==> src/rtl/pattern_pkg.sv <==
`default_nettype none
// ============================================================================
//  Module   : pattern_pkg
//  Purpose  : Shared pattern geometry and loader state encoding, used by the
//             pattern loader and the decoder top level.
//  Revision : 1.0  initial release
// ============================================================================
package pattern_pkg;

    localparam int PAT_W  = 1024;
    localparam int WORD_W = 32;
    localparam int WORDS  = PAT_W / WORD_W;

    typedef enum logic [0:0] {
        IDLE  = 1'b0,
        SHIFT = 1'b1
    } state_e;

    // Counter width able to index n entries, never narrower than one bit
    function automatic int cnt_w(input int n);
        return (n <= 1) ? 1 : $clog2(n);
    endfunction

endpackage
`default_nettype wire

==> src/rtl/piso_word.sv <==
`default_nettype none
// ============================================================================
//  Module   : piso_word
//  Purpose  : WORD_W-bit parallel-load shift register, emitting MSB first.
//             Load has priority over shift.
//  Revision : 1.0  initial release
// ============================================================================
module piso_word #(
    parameter int WORD_W = 32
) (
    input  logic              clk,
    input  logic              clr,
    input  logic              load_i,
    input  logic              shift_i,
    input  logic [WORD_W-1:0] data_i,
    output logic              msb_o
);

    logic [WORD_W-1:0] shreg_q;
    logic [WORD_W-1:0] shreg_d;

    // Next shift-register contents: new word, one-bit left shift, or hold
    always_comb begin
        shreg_d = shreg_q;
        if (load_i) begin
            shreg_d = data_i;
        end else if (shift_i) begin
            shreg_d = shreg_q << 1;
        end
    end

    // Shift-register storage, cleared by clr
    always_ff @(posedge clk) begin
        if (clr) begin
            shreg_q <= '0;
        end else begin
            shreg_q <= shreg_d;
        end
    end

    assign msb_o = shreg_q[WORD_W-1];

endmodule
`default_nettype wire

==> src/rtl/pattern_loader.sv <==
`default_nettype none
// ============================================================================
//  Module   : pattern_loader
//  Purpose  : Accepts a pattern as PAT_W/WORD_W words and shifts it serially,
//             MSB first, into the decoder program register. Back-to-back
//             words stream with no idle cycle between them.
//  Revision : 1.0  initial release
// ============================================================================
module pattern_loader #(
    parameter int PAT_W  = pattern_pkg::PAT_W,
    parameter int WORD_W = pattern_pkg::WORD_W
) (
    input  logic              clk,
    input  logic              clr,
    input  logic              wr_valid,
    output logic              wr_ready,
    input  logic [WORD_W-1:0] wr_data,
    output logic              prgm,
    output logic              prgm_en,
    output logic              busy,
    output logic              done
);

    import pattern_pkg::*;

    localparam int c_words  = PAT_W / WORD_W;
    localparam int c_bit_w  = cnt_w(WORD_W);
    localparam int c_word_w = cnt_w(c_words);

    localparam logic [c_bit_w-1:0]  c_bit_last  = c_bit_w'(WORD_W - 1);
    localparam logic [c_word_w-1:0] c_word_last = c_word_w'(c_words - 1);

    if (PAT_W % WORD_W != 0) begin : g_bad_ratio
        $error("pattern_loader: PAT_W must be a multiple of WORD_W");
    end

    state_e               state_q;
    state_e               state_d;
    logic [c_bit_w-1:0]   bit_cnt_q;
    logic [c_bit_w-1:0]   bit_cnt_d;
    logic [c_word_w-1:0]  word_cnt_q;
    logic [c_word_w-1:0]  word_cnt_d;
    logic                 done_q;
    logic                 done_d;

    logic                 w_last;
    logic                 w_accept;
    logic                 w_load;
    logic                 w_shift;
    logic                 w_msb;

    // Final bit of the current word is on prgm this cycle
    assign w_last   = (state_q == SHIFT) && (bit_cnt_q == c_bit_last);
    assign wr_ready = (state_q == IDLE) || w_last;
    // A word arriving during clr is dropped
    assign w_accept = wr_valid && wr_ready && !clr;

    // Next-state, counter and shift-register control decode
    always_comb begin
        state_d    = state_q;
        bit_cnt_d  = bit_cnt_q;
        word_cnt_d = word_cnt_q;
        done_d     = 1'b0;
        w_load     = 1'b0;
        w_shift    = 1'b0;
        case (state_q)
            IDLE: begin
                if (w_accept) begin
                    state_d   = SHIFT;
                    bit_cnt_d = '0;
                    w_load    = 1'b1;
                end
            end
            SHIFT: begin
                w_shift = 1'b1;
                if (w_last) begin
                    bit_cnt_d  = '0;
                    done_d     = (word_cnt_q == c_word_last);
                    word_cnt_d = (word_cnt_q == c_word_last) ? '0
                                                             : word_cnt_q + c_word_w'(1);
                    // Reloading on the final bit keeps a streaming source gap-free
                    if (w_accept) begin
                        w_load = 1'b1;
                    end else begin
                        state_d = IDLE;
                    end
                end else begin
                    bit_cnt_d = bit_cnt_q + c_bit_w'(1);
                end
            end
            default: begin
                state_d = IDLE;
            end
        endcase
    end

    // State, counters and done pulse registers
    always_ff @(posedge clk) begin
        if (clr) begin
            state_q    <= IDLE;
            bit_cnt_q  <= '0;
            word_cnt_q <= '0;
            done_q     <= 1'b0;
        end else begin
            state_q    <= state_d;
            bit_cnt_q  <= bit_cnt_d;
            word_cnt_q <= word_cnt_d;
            done_q     <= done_d;
        end
    end

    piso_word #(
        .WORD_W (WORD_W)
    ) u_piso (
        .clk     (clk),
        .clr     (clr),
        .load_i  (w_load),
        .shift_i (w_shift),
        .data_i  (wr_data),
        .msb_o   (w_msb)
    );

    // Serial outputs come only from state decode and the shift-register flop
    assign prgm_en = (state_q == SHIFT);
    assign prgm    = prgm_en && w_msb;
    assign busy    = (state_q == SHIFT) || (word_cnt_q != '0);
    assign done    = done_q;

endmodule
`default_nettype wire
==> config.mk <==
export PLATFORM = sky130hd
export DESIGN_NAME = pattern_loader
export DESIGN_NICKNAME = d
export VERILOG_FILES = /design/src/rtl/pattern_pkg.sv /design/src/rtl/piso_word.sv /design/src/rtl/pattern_loader.sv
export SDC_FILE = /design/constraint.sdc
export NUM_CORES = 1
export LEC_CHECK = 0
export BUFFER_PORTS_ARGS = -buffer_cell sky130_fd_sc_hd__clkbuf_2
export CORE_ASPECT_RATIO = 1.25
export CORE_MARGIN = 2
export CORE_UTILIZATION = 46
export CTS_BUF_LIST = sky130_fd_sc_hd__clkbuf_8
export DETAILED_ROUTE_END_ITERATION = 16
export PLACE_DENSITY_LB_ADDON = 0.05
export SLEW_MARGIN = 40
export SYNTH_ARGS = -nofsm -noshare
export SYNTH_HDL_FRONTEND = slang
export SYNTH_SLANG_ARGS = --single-unit
==> constraint.sdc <==
create_clock -name clk -period 2 [get_ports clk]
set_input_delay 0.4 -clock clk [delete_from_list [all_inputs] [get_ports clk]]
set_output_delay 0.4 -clock clk [all_outputs]
set_load 0.1 [all_outputs]
Word-level counts from Yosys, hierarchy flattened
Cells that the tools add are included.
- output and inout bits: 5
- register bits: 44
- input port bits: 35
- $add $sub $neg: 2
- eq/ne operators: 3
- muxes and demuxes: 12
- reduce and logical (&&, ||, !) cells: 11
- bitwise gates (word level): 2
- operator list (cell ; count):
    two-way mux 32 bit ; 2
    two-way mux 5 bit ; 3
    adder 5 x 1 -> 5 bit, second input constant ; 2
    equality test 5 bit, second input constant ; 2
    one-hot mux 5 bit (2 select lines) ; 1
    nonzero test 5 bit ; 1
    logical AND 1 bit ; 4
    two-way mux 1 bit ; 4
    one-hot mux 1 bit (2 select lines) ; 2
    OR reduction 3 bit ; 1
    logical OR 1 bit ; 2
    inequality test 2 bit, second input constant ; 1
    NOT 1 bit ; 2
    AND reduction 2 bit ; 1
    nonzero test 2 bit ; 1
    zero test 1 bit ; 1

Depth between registers and ports, before layout
- depth after elaboration: 9
- gate-level depth with buffers: 9
- gate-level depth less buffers: 7

By module
From an unflattened synthesis, not the netlist that was laid out.
- cell total of the unflattened synthesis: 212
- area total of the unflattened synthesis: 2254.7 um^2
- by module, submodules not included (module ; cells each ; area an instance (um^2) ; instances ; sequential area each (um^2)):
    piso_word ; 142 ; 1661.6 ; 1 ; 640.6
    pattern_loader ; 70 ; 593.1 ; 1 ; 240.2

Worst setup path after synthesis
No wires, ideal clock.
- path kind: reg-to-output
- start: register state_q (netlist: prgm_en)
- end: output prgm
- arrival: 2378 ps
- cell stages (with the launch flop): 4
- path buffers: 2
- path slack: -778 ps
- path through: dfxtp_1 -> buf_2 -> buf_1 -> and2_1
- word-level cells in the longest chain between the ends: 1
- ends and longest elaborated chain (element ; RTL line ; text):
    start: declaration ; pattern_loader.sv:37 ; state_e state_q;
    start signal: assignment ; pattern_loader.sv:105 ; state_q <= state_d;
    logical AND 1 bit ; pattern_loader.sv:125 ; assign prgm = prgm_en && w_msb;
    end: declaration ; pattern_loader.sv:18 ; output logic prgm,
No other way between the ends.

Worst setup path in the final report
- start: register bit_cnt_q[1]
- end: output wr_ready
- word-level cells in the longest chain between the ends: 3
- ends and longest elaborated chain (element ; RTL line ; text):
    start: declaration ; pattern_loader.sv:39 ; logic [c_bit_w-1:0] bit_cnt_q;
    start signal: assignment ; pattern_loader.sv:106 ; bit_cnt_q <= bit_cnt_d;
    equality test 5 bit ; pattern_loader.sv:53 ; assign w_last = (state_q == SHIFT) && (bit_cnt_q == c_bit_last);
    logical AND 1 bit ; pattern_loader.sv:53 ;
    logical OR 1 bit ; pattern_loader.sv:54 ; assign wr_ready = (state_q == IDLE) || w_last;
    end: declaration ; pattern_loader.sv:16 ; output logic wr_ready,
No other way between the ends.

==> run_results.csv <==
group,metric,value,unit
worst_setup_path,crit_fanout,3,
worst_setup_path,crit_type,"reg2out",
yosys,yosys-top-cells-count,"dfxtp_1, nand3_1, nor3_1, a311oi_1, o21ai_0",
yosys,synth.most_common_cell,"dfxtp_1",
yosys,syn_area,2140,um^2
yosys,synth_compound_area_share,24.0,%
detailed_routing,ant_nets,0,
sta,hold_viol,0,
clock_network,clockRootBuffer,"clkbuf_8",
die,die_w,65.0,um
worst_setup_path,crit_path_top_delay_cell,"dfxtp_1",
detailed_routing,route.met3.wl,203,um
clock_network,cts_buffers,5,
cells_and_area,areaGrowthSynthToFinish,21.0,%
sta,fin_crit_sh,96.1,%
worst_setup_path,critPathCaptureType,"output port",
die,start_util,48.3,%
yosys,ys.flop_type,"dfxtp_1",
yosys,synth_top_cell_area_share,41.2,%
yosys,synth_cell_types,29,
yosys,syn_inst,258,
yosys,synth_nets,298,
worst_setup_path,crit_required,1.60,ns
sta,fin_skew,0.00636,ns
die,rows,27,
sta,drv_slew,0,
die,die_area,5210,um^2
worst_setup_path,crit_family,"flip-flops",
run,cap_viol_max_count,0,
yosys,ys_seq_elements,44,
grt,grt_max_degree,45,
detailed_routing,met2_length,2470,um
detailed_routing,routedWlPerCell,14.7,um
grt,grt_pass1_vias,1922,
clock_network,insertion_delay,0.29,ns
yosys,synth_edf_count,0,
detailed_routing,drc,0,
worst_setup_path,crit_path_frequent_cell,"ha_4",
detailed_routing,vias,2048,
detailed_routing,routed.top_layer,"met4",
worst_setup_path,start_kind,"flip-flop",
cells_and_area,num-fill-cells,429,
sta,post-route-min-period,1.92,ns
cells_and_area,nets,333,
worst_setup_path,cp_slowest_stage_delay,0.35,ns
pwr,finalPower,0.00193,W
detailed_routing,drtIter0Drc,122,
yosys,yosys_warnings,0,
pwr,pwr_density_cell,748,nW/um^2
cells_and_area,diodes,0,
cells_and_area,drive_above_1_share,25.2,%
yosys,synth_area_leaders,"dfxtp_1, a311oi_1, nand3_1",
yosys,synth_top_family_by_area,"compound AO/OA/AOI/OAI gates",
pwr,p_comb_share,18.6,%
sta,finalSetupViolations,0,
placed_design,dpl.hpwl,3190,um
yosys,synthSimpleGateAreaFrac,23.6,%
yosys,synth-seq-area-share,41.2,%
yosys,synth_fa_ha_area_share,2.93,%
grt,overflow,0,
sta,fmax,520,MHz
pwr,vdd_drop_max,0.340,mV
pwr,switching_share,27.8,%
die,io_pins,40,
sta,relSlewSlack,64.2,%
yosys,synth_largest_area_cell,"dfxtp_1",
placed_design,gp_congestion,0.768,
grt,globalRouteTotalUtil,20.6,%
grt,grt_pass1_wl,8600,um
clock_network,clock_sinks,44,
hold_path,min_path_type,"in2reg",
pwr,p_leak,0.936,nW
status,status,"complete, no violations",
clock_network,tritoncts,"built",
pwr,p_int,0.00140,W
worst_setup_path,cp.arrival,1.52,ns
detailed_routing,via_per_inst,5.82,
die,core,4430,um^2
placed_design,port_buffers,39,
yosys,synthXorXnorAreaFrac,0,%
sta,tightest_slew,0.539,ns
clock_network,clk_pin_slew,0.08,ns
pwr,p_clk_share,31.0,%
grt,antenna_found_initial,0,
clock_network,cts_buffer_depth,2,
yosys,avgSynthCellArea,8.29,um^2
yosys,async_reset_ff_share,0,%
worst_setup_path,path_cells,"ha_4, and3_4, ha_4, nor2b_4, inv_4, buf_12",
clock_network,postCtsHoldBufs,0,
detailed_routing,first_pass_iters,4,
pwr,p_sw,0.000539,W
worst_setup_path,crit_buf_inv,2,
detailed_routing,drt-met1-wl,2430,um
pwr,seqPwrFrac,50.4,%
sta,hold_slack,0.352,ns
detailed_routing,wl,5160,um
clock_network,htreeDepth,2,
die,dieHeight,80.2,um
yosys,synthMuxAreaShare,0,%
## power by group through the flow
stage	clock network, W	registers, W	logic [W]
2_1_floorplan	0	0.000990	0.000244
3_3_place_gp	0	0.000993	0.000345
3_5_place_dp	0	0.000993	0.000348
4_1_cts	0.000618	0.000973	0.000352
5_1_grt	0.000662	0.000981	0.000397
6_report	0.000600	0.000974	0.000360
## cells by family after synthesis
| group | count (synthesis) |
|---|---|
| AOI/OAI and AO/OA | 77 |
| buffers and inverters | 34 |
| DFF | 44 |
| adders and majority gates | 5 |
| and+or+nand+nor | 98 |
## area by class of cell
type                            instances  area [um^2]  area share [%]
Inverter                                4         17.5           0.677
Sequential cell                        44          886            34.2
Multi-Input combinational cell        180         1130            43.6
Clock inverter                          1         3.75           0.145
Tap cell                               58         72.6            2.80
Clock buffer                            7         96.3            3.72
Timing Repair Buffer                   58          383            14.8
## sequential cells by signal (all words and copies together), names as in the netlist
| signal | cells |
|---|---|
| u_piso.shreg_q | 32 |
| bit_cnt_q | 5 |
| word_cnt_q | 5 |
| done | 1 |
| prgm_en | 1 |
## path summary, 6_finish.rpt
path / from / endpoint / slack, ns / cells past startpoint
min: wr_data[0] / u_piso.shreg_q[0] / 0.35 / 3
max reg2reg: bit_cnt_q[1] / u_piso.shreg_q[17] / 0.17 / 8
max: bit_cnt_q[1] / wr_ready / 0.08 / 6
min reg2reg: word_cnt_q[4] / word_cnt_q[4] / 0.49 / 2
## tightest hold or removal path, stage by stage
cell      delay (ns)
clkbuf_2        0.09
nand3_1         0.06
a21oi_1         0.05
## layer usage
metal,vias up,global-route usage (%)
met5,-,0
met4,0,7.23
met3,5,4.06
met2,42,33.5
met1,950,27.0
li1,1051,-
## layout by cell type (no fill, tap or decap), types with 2 or more instances in the layout
cell,instances
ha_1,3
nor3_1,32
nor2_1,8
a32oi_1,2
buf_4,19
ha_4,2
inv_1,4
nor3b_1,3
nand2_1,5
buf_12,3
a31oi_1,3
clkbuf_2,36
o21ai_1,11
a21oi_1,7
a311oi_1,31
nand3_1,39
dfxtp_1,42
clkbuf_8,7
nor2b_4,2
o21ai_0,23
## through the flow
| stage | instances | instance area [um^2] | utilization [%] | setup slack [ns] | TNS, ns |
|---|---|---|---|---|---|
| 6_report | 352 | 2590 | 58.5 | 0.0779 | 0 |
| 5_1_grt | 352 | 2590 | 58.5 | -0.00604 | -0.00604 |
| 4_1_cts | 350 | 2530 | 57.3 | 0.0161 | 0 |
| 3_5_place_dp | 341 | 2420 | 54.6 | 0.0736 | 0 |
| 3_3_place_gp | 341 | 2420 | 54.6 | 0.139 | 0 |
| 2_1_floorplan | 258 | 2140 | - | 0.0462 | 0 |
## what timing repair did
action,CTS,global route
gates resized for setup,4,3
setup buffers,1,2
setup endpoints to repair,1,4
No activity file was read; power rests on OpenSTA's default activity.
